$ cat src/rtl/sysarr_feeder.sv
// Operand buffer and job sequencer for a 4x4 systolic multiply array: feeds skewed
// X/Y wavefronts, waits for job completion, then streams the 16 results row-major.
module sysarr_feeder #(
  parameter int TIMEOUT = 64
) (
  input  logic         clk,
  input  logic         rst,
  input  logic         wr_en,
  input  logic         wr_sel,
  input  logic [3:0]   wr_addr,
  input  logic [31:0]  wr_data,
  input  logic         start,
  output logic         busy,
  output logic         done,
  output logic         err,
  output logic         arr_g_rst,
  output logic         arr_data_ready,
  output logic [127:0] arr_a,
  output logic [127:0] arr_b,
  output logic [3:0]   arr_index,
  input  logic [31:0]  arr_data,
  input  logic         arr_out_ready,
  input  logic         arr_job_done,
  output logic         res_valid,
  input  logic         res_ready,
  output logic [31:0]  res_data,
  output logic         res_last
);

  localparam int WAIT_W = (TIMEOUT > 1) ? $clog2(TIMEOUT) : 1;
  localparam logic [WAIT_W-1:0] WAIT_LAST = WAIT_W'(TIMEOUT - 1);

  typedef enum logic [2:0] {
    S_IDLE,
    S_CLEAR,
    S_FEED,
    S_WAIT,
    S_DRAIN,
    S_ABORT
  } state_t;

  state_t              state_q, state_d;
  logic [2:0]          step_q, step_d;
  logic [WAIT_W-1:0]   wait_q, wait_d;
  logic [3:0]          k_q, k_d;
  logic [31:0]         x_q [16];
  logic [31:0]         x_d [16];
  logic [31:0]         y_q [16];
  logic [31:0]         y_d [16];

  logic                busy_q, busy_d;
  logic                done_q, done_d;
  logic                err_q, err_d;
  logic                g_rst_q, g_rst_d;
  logic                feed_q, feed_d;
  logic [127:0]        a_q, a_d;
  logic [127:0]        b_q, b_d;
  logic                res_valid_q, res_valid_d;
  logic [31:0]         res_data_q, res_data_d;
  logic                res_last_q, res_last_d;

  logic                accept;
  logic                capture;
  logic [3:0]          lane_k;

  // Next-state and datapath control.
  // NOTE: every signal gets a default at the top so no path through the case leaves it unassigned (no latches).
  always_comb begin
    state_d     = state_q;
    step_d      = step_q;
    wait_d      = wait_q;
    k_d         = k_q;
    x_d         = x_q;
    y_d         = y_q;
    err_d       = err_q;
    done_d      = 1'b0;
    res_valid_d = res_valid_q;
    res_data_d  = res_data_q;
    res_last_d  = res_last_q;
    accept      = res_valid_q && res_ready;
    capture     = 1'b0;

    unique case (state_q)
      S_IDLE: begin
        if (wr_en) begin
          if (wr_sel) y_d[wr_addr] = wr_data;
          else        x_d[wr_addr] = wr_data;
        end
        if (start) begin
          state_d = S_CLEAR;
          err_d   = 1'b0;
        end
      end
      S_CLEAR: begin
        state_d = S_FEED;
        step_d  = 3'd0;
      end
      S_FEED: begin
        if (step_q == 3'd6) begin
          state_d = S_WAIT;
          wait_d  = '0;
        end else begin
          step_d = step_q + 3'd1;
        end
      end
      S_WAIT: begin
        if (arr_job_done) begin
          state_d = S_DRAIN;
          k_d     = 4'd0;
        end else if (wait_q == WAIT_LAST) begin
          state_d = S_ABORT;
        end else begin
          wait_d = wait_q + WAIT_W'(1);
        end
      end
      S_DRAIN: begin
        // The output register may refill in the same cycle its beat is taken,
        // but never once the final beat is already waiting.
        capture = (!res_valid_q || res_ready) && arr_out_ready &&
                  !(res_valid_q && res_last_q);
        if (accept) begin
          res_valid_d = 1'b0;
          res_last_d  = 1'b0;
        end
        if (capture) begin
          res_valid_d = 1'b1;
          res_data_d  = arr_data;
          res_last_d  = (k_q == 4'd15);
          if (k_q != 4'd15) k_d = k_q + 4'd1;
        end
        if (accept && res_last_q) begin
          state_d = S_IDLE;
          done_d  = 1'b1;
          k_d     = 4'd0;
        end
      end
      S_ABORT: begin
        state_d = S_IDLE;
        err_d   = 1'b1;
        done_d  = 1'b1;
      end
      default: state_d = S_IDLE;
    endcase

    busy_d  = (state_d != S_IDLE);
    g_rst_d = (state_d == S_CLEAR);
    feed_d  = (state_d == S_FEED);
  end

  // Skewed wavefronts: at step t, column lane j carries Y[t-j][j] and row
  // lane i carries X[i][t-i]; lane_k wraps high when t < lane, failing the range test.
  always_comb begin
    a_d    = '0;
    b_d    = '0;
    lane_k = '0;
    if (feed_d) begin
      for (int l = 0; l < 4; l++) begin
        lane_k = {1'b0, step_d} - 4'(l);
        if (lane_k < 4'd4) begin
          a_d[32*l +: 32] = y_q[{lane_k[1:0], 2'(l)}];
          b_d[32*l +: 32] = x_q[{2'(l), lane_k[1:0]}];
        end
      end
    end
  end

  // NOTE: state is updated only with non-blocking assignments so every flop samples pre-edge values.
  always_ff @(posedge clk) begin
    if (rst) begin
      state_q     <= S_IDLE;
      step_q      <= '0;
      wait_q      <= '0;
      k_q         <= '0;
      // NOTE: the operand files are cleared on reset because a reset must leave both matrices reading zero.
      x_q         <= '{default: '0};
      y_q         <= '{default: '0};
      busy_q      <= 1'b0;
      done_q      <= 1'b0;
      err_q       <= 1'b0;
      g_rst_q     <= 1'b0;
      feed_q      <= 1'b0;
      a_q         <= '0;
      b_q         <= '0;
      res_valid_q <= 1'b0;
      res_data_q  <= '0;
      res_last_q  <= 1'b0;
    end else begin
      state_q     <= state_d;
      step_q      <= step_d;
      wait_q      <= wait_d;
      k_q         <= k_d;
      x_q         <= x_d;
      y_q         <= y_d;
      busy_q      <= busy_d;
      done_q      <= done_d;
      err_q       <= err_d;
      g_rst_q     <= g_rst_d;
      feed_q      <= feed_d;
      a_q         <= a_d;
      b_q         <= b_d;
      res_valid_q <= res_valid_d;
      res_data_q  <= res_data_d;
      res_last_q  <= res_last_d;
    end
  end

  assign busy           = busy_q;
  assign done           = done_q;
  assign err            = err_q;
  assign arr_g_rst      = g_rst_q;
  assign arr_data_ready = feed_q;
  assign arr_a          = a_q;
  assign arr_b          = b_q;
  assign arr_index      = k_q;
  assign res_valid      = res_valid_q;
  assign res_data       = res_data_q;
  assign res_last       = res_last_q;

endmodule
$ cat config.mk
export PLATFORM = sky130hd
export DESIGN_NAME = sysarr_feeder
export DESIGN_NICKNAME = d
export VERILOG_FILES = /design/src/rtl/sysarr_feeder.sv
export SDC_FILE = /design/constraint.sdc
export NUM_CORES = 2
export LEC_CHECK = 0
export ABC_CLOCK_PERIOD_IN_PS = 3700
export BUFFER_PORTS_ARGS = -buffer_cell sky130_fd_sc_hd__buf_2
export CORE_MARGIN = 2
export CORE_UTILIZATION = 40
export CTS_CLUSTER_DIAMETER = 120
export CTS_CLUSTER_SIZE = 16
export DETAILED_ROUTE_END_ITERATION = 16
export SYNTH_ARGS = -nofsm -noshare
export SYNTH_HDL_FRONTEND = slang
export SYNTH_SLANG_ARGS = --single-unit
$ cat constraint.sdc
create_clock -name clk -period 3.7 [get_ports clk]
set_input_delay 0.185 -clock clk [delete_from_list [all_inputs] [get_ports clk]]
set_output_delay 0.185 -clock clk [all_outputs]
set_load 0.02 [all_outputs]
==> impl_summary.md <==
STA
After routing, the total negative slack on setup checks comes to 0 ns. The worst relative slew slack is 0.2148. Subtracting the final worst setup slack from the clock period gives 3.284 ns.

Between clock sinks in the finished design, the worst skew comes to 0.02079 ns. Once routing completed, OpenROAD measured the worst setup slack at 0.4163 ns. The hold violation total from the final report is 0. For the pin with the worst max-slew slack, the measured transition is 1.178 ns. The max-slew violation count is 0. Setup repair after global routing left no endpoint under its margin. The period utilization is 0.8875. The fmax is 0.3045 GHz. Setup violations remaining at the end of the flow were counted as 0.

Routing
The vias per cell is 5.407. The count of unresolved DRC violations after routing is 0. The via count is 42.48k.

The pre-antenna-repair detailed-routing pass consisted of 5 iterations. Dividing the detail-routed wire length by the instance count gives 21.50 um. The DRC violation total after the first TritonRoute iteration is 4261. The count of antenna-violating nets left after detailed routing is 0.

Summed over all layers, the routed wires come to 168900 um.

Power and ir drop
The clock group share of total power is 0.368. The static leakage is 19.59 nW. Internal power comes to 19.57 mW. The logic gate share of total power is 0.073. The net switching fraction of the power is 0.2471. Of the total power, registers draw 0.558.

The worst-case IR drop observed on VDD is 317.3 uV. The total net switching power is 6.420 mW. The areal power density over the cells is 453.6 mW/mm2.

Setup path
The number of cells on the worst reg-to-reg path is 7. On the critical path, the stage with the largest delay is an instance of sky130_fd_sc_hd__dfxtp_1. The element type at the critical path end is a flop. The highest cell delay on the worst timing path is 0.64 ns. Data on the critical path is required at its endpoint by 4.22 ns. The worst setup path is launched from a flop.

The worst setup path category is flop to flop. By instance count, the cell type seen most on the critical path is sky130_fd_sc_hd__a211oi_1. The data arrival time of the worst path is 3.81 ns. The largest fanout of any net on the critical path is 157. The signal on the critical path passes through o21bai_1 -> a221oi_4 -> buf_4 -> buf_12 -> nor2b_1 -> a211oi_1 -> a211oi_1.

Logic synthesis
Averaged over all synthesized cells, the footprint is 8.582 um2. The share of async-settable or async-resettable flops after synthesis is 0. Yosys printed 0 warnings. Counting flops and latches in the post-synthesis netlist gives 1335. The synthesized design contains 0 enable-type register cells. The number of cells produced by synthesis is 6060. The sequential share of the synthesized area is 0.5139. The total nets after synthesis is 6145. The total standard cell area after synthesis is 0.05201 mm2.

The number of distinct library cell variants in the gate-level netlist after synthesis is 56. In the synthesized netlist the dominant register cell turns out to be sky130_fd_sc_hd__dfxtp_1.

Placement
The number of I/O port buffers is 374. The worst slack after detailed placement is 0.5258 ns. The post-placement cell area is 0.05446 mm2.

In this run, placement finished with an instance count of 7718. Routability-driven placement finished with a final weighted congestion of 0.8150. The HPWL after detailed placement is 95740 um.

Finish
Once layout is done, the placed cells without fillers occupy 0.05729 mm2. After the flow finishes, the layout carries non-filler instances totaling 7857. The number of fillers in the final layout is 12.62k.

The fraction of final layout cells sized beyond drive strength 1 is 0.1295. The area growth from synthesis to layout is 10.15%. The number of nets in the finished design is 6193.

Clocking
The number of buffers between clock root and the deepest sink is 3. The clock buffer count from CTS is 93. The total clock sinks is 1335. The clock insertion delay at the later pin of the skew report is 0.69 ns. The TritonCTS clock tree is built. CTS placed an instance of sky130_fd_sc_hd__clkbuf_16 at the clock tree root. The clock slew at the register clock pins of the worst setup and hold paths is 0.07 ns. The H-tree depth is 3.

Floorplan
The row count is 132. The floorplan die height is 364.6 um. From left edge to right edge, the die measures 364.6 um. 375 I/O pins were placed.

The effective utilization at floorplan is 0.4022. The core region is 0.1293 mm2. The die covers 0.1329 mm2.

Run status
The flow ran to the end, and the final reports show no timing, DRC or antenna violations.

GRT
The number of global-route vias before repair was 40.14k. The first-pass GRT wire length is 252300 um. The pin count of the biggest net entering global routing is 234. The initial antenna violation count is 11. The all-layer global routing usage is 0.2465.

Global routing finished with a remaining overflow of 0.

Hold path
The hold path depth is 3. The min-delay analysis places its worst path in the category input pin to flop.

Run
Max-cap violations in this run came to 0.
-- placed cells by master, fill, tap and decap left out, drive strengths merged, types with 11 or more instances in the layout --
| master | instances |
|---|---|
| nand2 | 2154 |
| inv | 16 |
| nand3 | 18 |
| nor2 | 50 |
| a21oi | 1068 |
| mux2i | 129 |
| dfxtp | 1335 |
| nor2b | 135 |
| nor3b | 129 |
| clkbuf | 96 |
| buf | 480 |
| dlygate4sd3 | 37 |
| and3 | 11 |
| mux4 | 128 |
| a211oi | 256 |
-- worst paths after layout --
kind,start,endpoint,slack (ns)
min,wr_data[31],x_q[31],0.11
max,state_q[0],arr_a[8],0.42
max reg2reg,state_q[0],arr_a[8],0.42
min reg2reg,x_q[235],x_q[235],0.45
-- worst max-delay path, delay by kind of cell, from the launching register on --
family | cells | cell delay (ns)
buf+inv | 2 | 1.10
compound gates | 4 | 1.07
flops | 1 | 0.64
simple gates | 1 | 0.10
-- flip-flops by register name (all words and copies together) (netlist names) --
signal,cells
arr_a,128
arr_b,128
arr_data_ready,1
arr_g_rst,1
arr_index,4
busy,1
done,1
err,1
res_data,32
res_last,1
res_valid,1
state_q,3
step_q,3
wait_q,6
x_q,512
y_q,512
-- cells by family (layout without fill, tap and decap cells) --
| logic type | count (synthesis) | count (layout) | share of synthesized area |
|---|---|---|---|
| muxes | 258 | 258 | 0.08047 |
| xor gates and xnor gates | 5 | 5 | 0.0008420 |
| and+or+nand+nor | 2529 | 2529 | 0.2025 |
| buffers and inverters | 577 | 631 | 0.05406 |
| adders and majority gates | 9 | 9 | 0.002165 |
| other | 0 | 1 | 0 |
| AOI/OAI and AO/OA | 1347 | 1347 | 0.1461 |
| DFF | 1335 | 1335 | 0.5139 |
-- per-stage QoR --
step / hold WS (ns) / utilization / total power, mW
floorplan: 0.3210 / - / 16.09
global placement: 0.4262 / 0.4211 / 16.70
detailed placement: 0.4328 / 0.4211 / 16.71
CTS: 0.05478 / 0.4430 / 26.17
global route: 0.1118 / 0.4430 / 26.80
finish: 0.1065 / 0.4430 / 25.99
-- cells in the mapped netlist, types with 31 or more instances --
cell	instances	area, um2
sky130_fd_sc_hd__nor2_1	46	172.7
sky130_fd_sc_hd__nor2b_1	135	844.6
sky130_fd_sc_hd__mux4_2	128	2883
sky130_fd_sc_hd__clkbuf_1	288	1081
sky130_fd_sc_hd__a21oi_2	31	271.5
sky130_fd_sc_hd__buf_2	208	1041
sky130_fd_sc_hd__nor3b_1	128	960.9
sky130_fd_sc_hd__a21oi_1	1037	5190
sky130_fd_sc_hd__buf_6	41	461.7
sky130_fd_sc_hd__dfxtp_1	1335	26730
sky130_fd_sc_hd__nand2_1	2154	8085
sky130_fd_sc_hd__a211oi_1	256	1922
sky130_fd_sc_hd__mux2i_1	129	1291
-- layout make-up --
type / count / area [um2] / area share
sequential: 1335 / 26730 / 0.4665
clock buffer: 96 / 2402 / 0.04193
tap: 1742 / 2180 / 0.03805
clock inverter: 5 / 53.80 / 0.0009392
timing repair buffer: 517 / 3248 / 0.05670
multi-input combinational: 4148 / 22610 / 0.3947
antenna: 1 / 2.502 / 0.00004368
inverter: 13 / 61.31 / 0.001070
-- repair_timing --
action / 4_1_cts / 5_1_grt
hold buffers: 37 / 0
resized for setup: 0 / 0
endpoints found under the hold margin: 40 / 0
setup buffers: 0 / 0
-- power by group through the flow --
stage / Combinational [mW] / Sequential (mW) / Clock, mW
2_1_floorplan: 1.24 / 14.8 / 0
3_3_place_gp: 1.86 / 14.8 / 0
3_5_place_dp: 1.87 / 14.8 / 0
4_1_cts: 1.90 / 14.5 / 9.76
5_1_grt: 2.03 / 14.5 / 10.3
6_report: 1.91 / 14.5 / 9.57
-- layer usage --
layer  global-route usage  share of wire  vias up
met5                    0        0.00050        -
li1                     -              -    20179
met4              0.07697          0.033       14
met1               0.3319           0.44    20763
met3              0.03741          0.061      252
met2               0.4063           0.47     1275
Note: power is estimated with default switching activity, not from simulation.
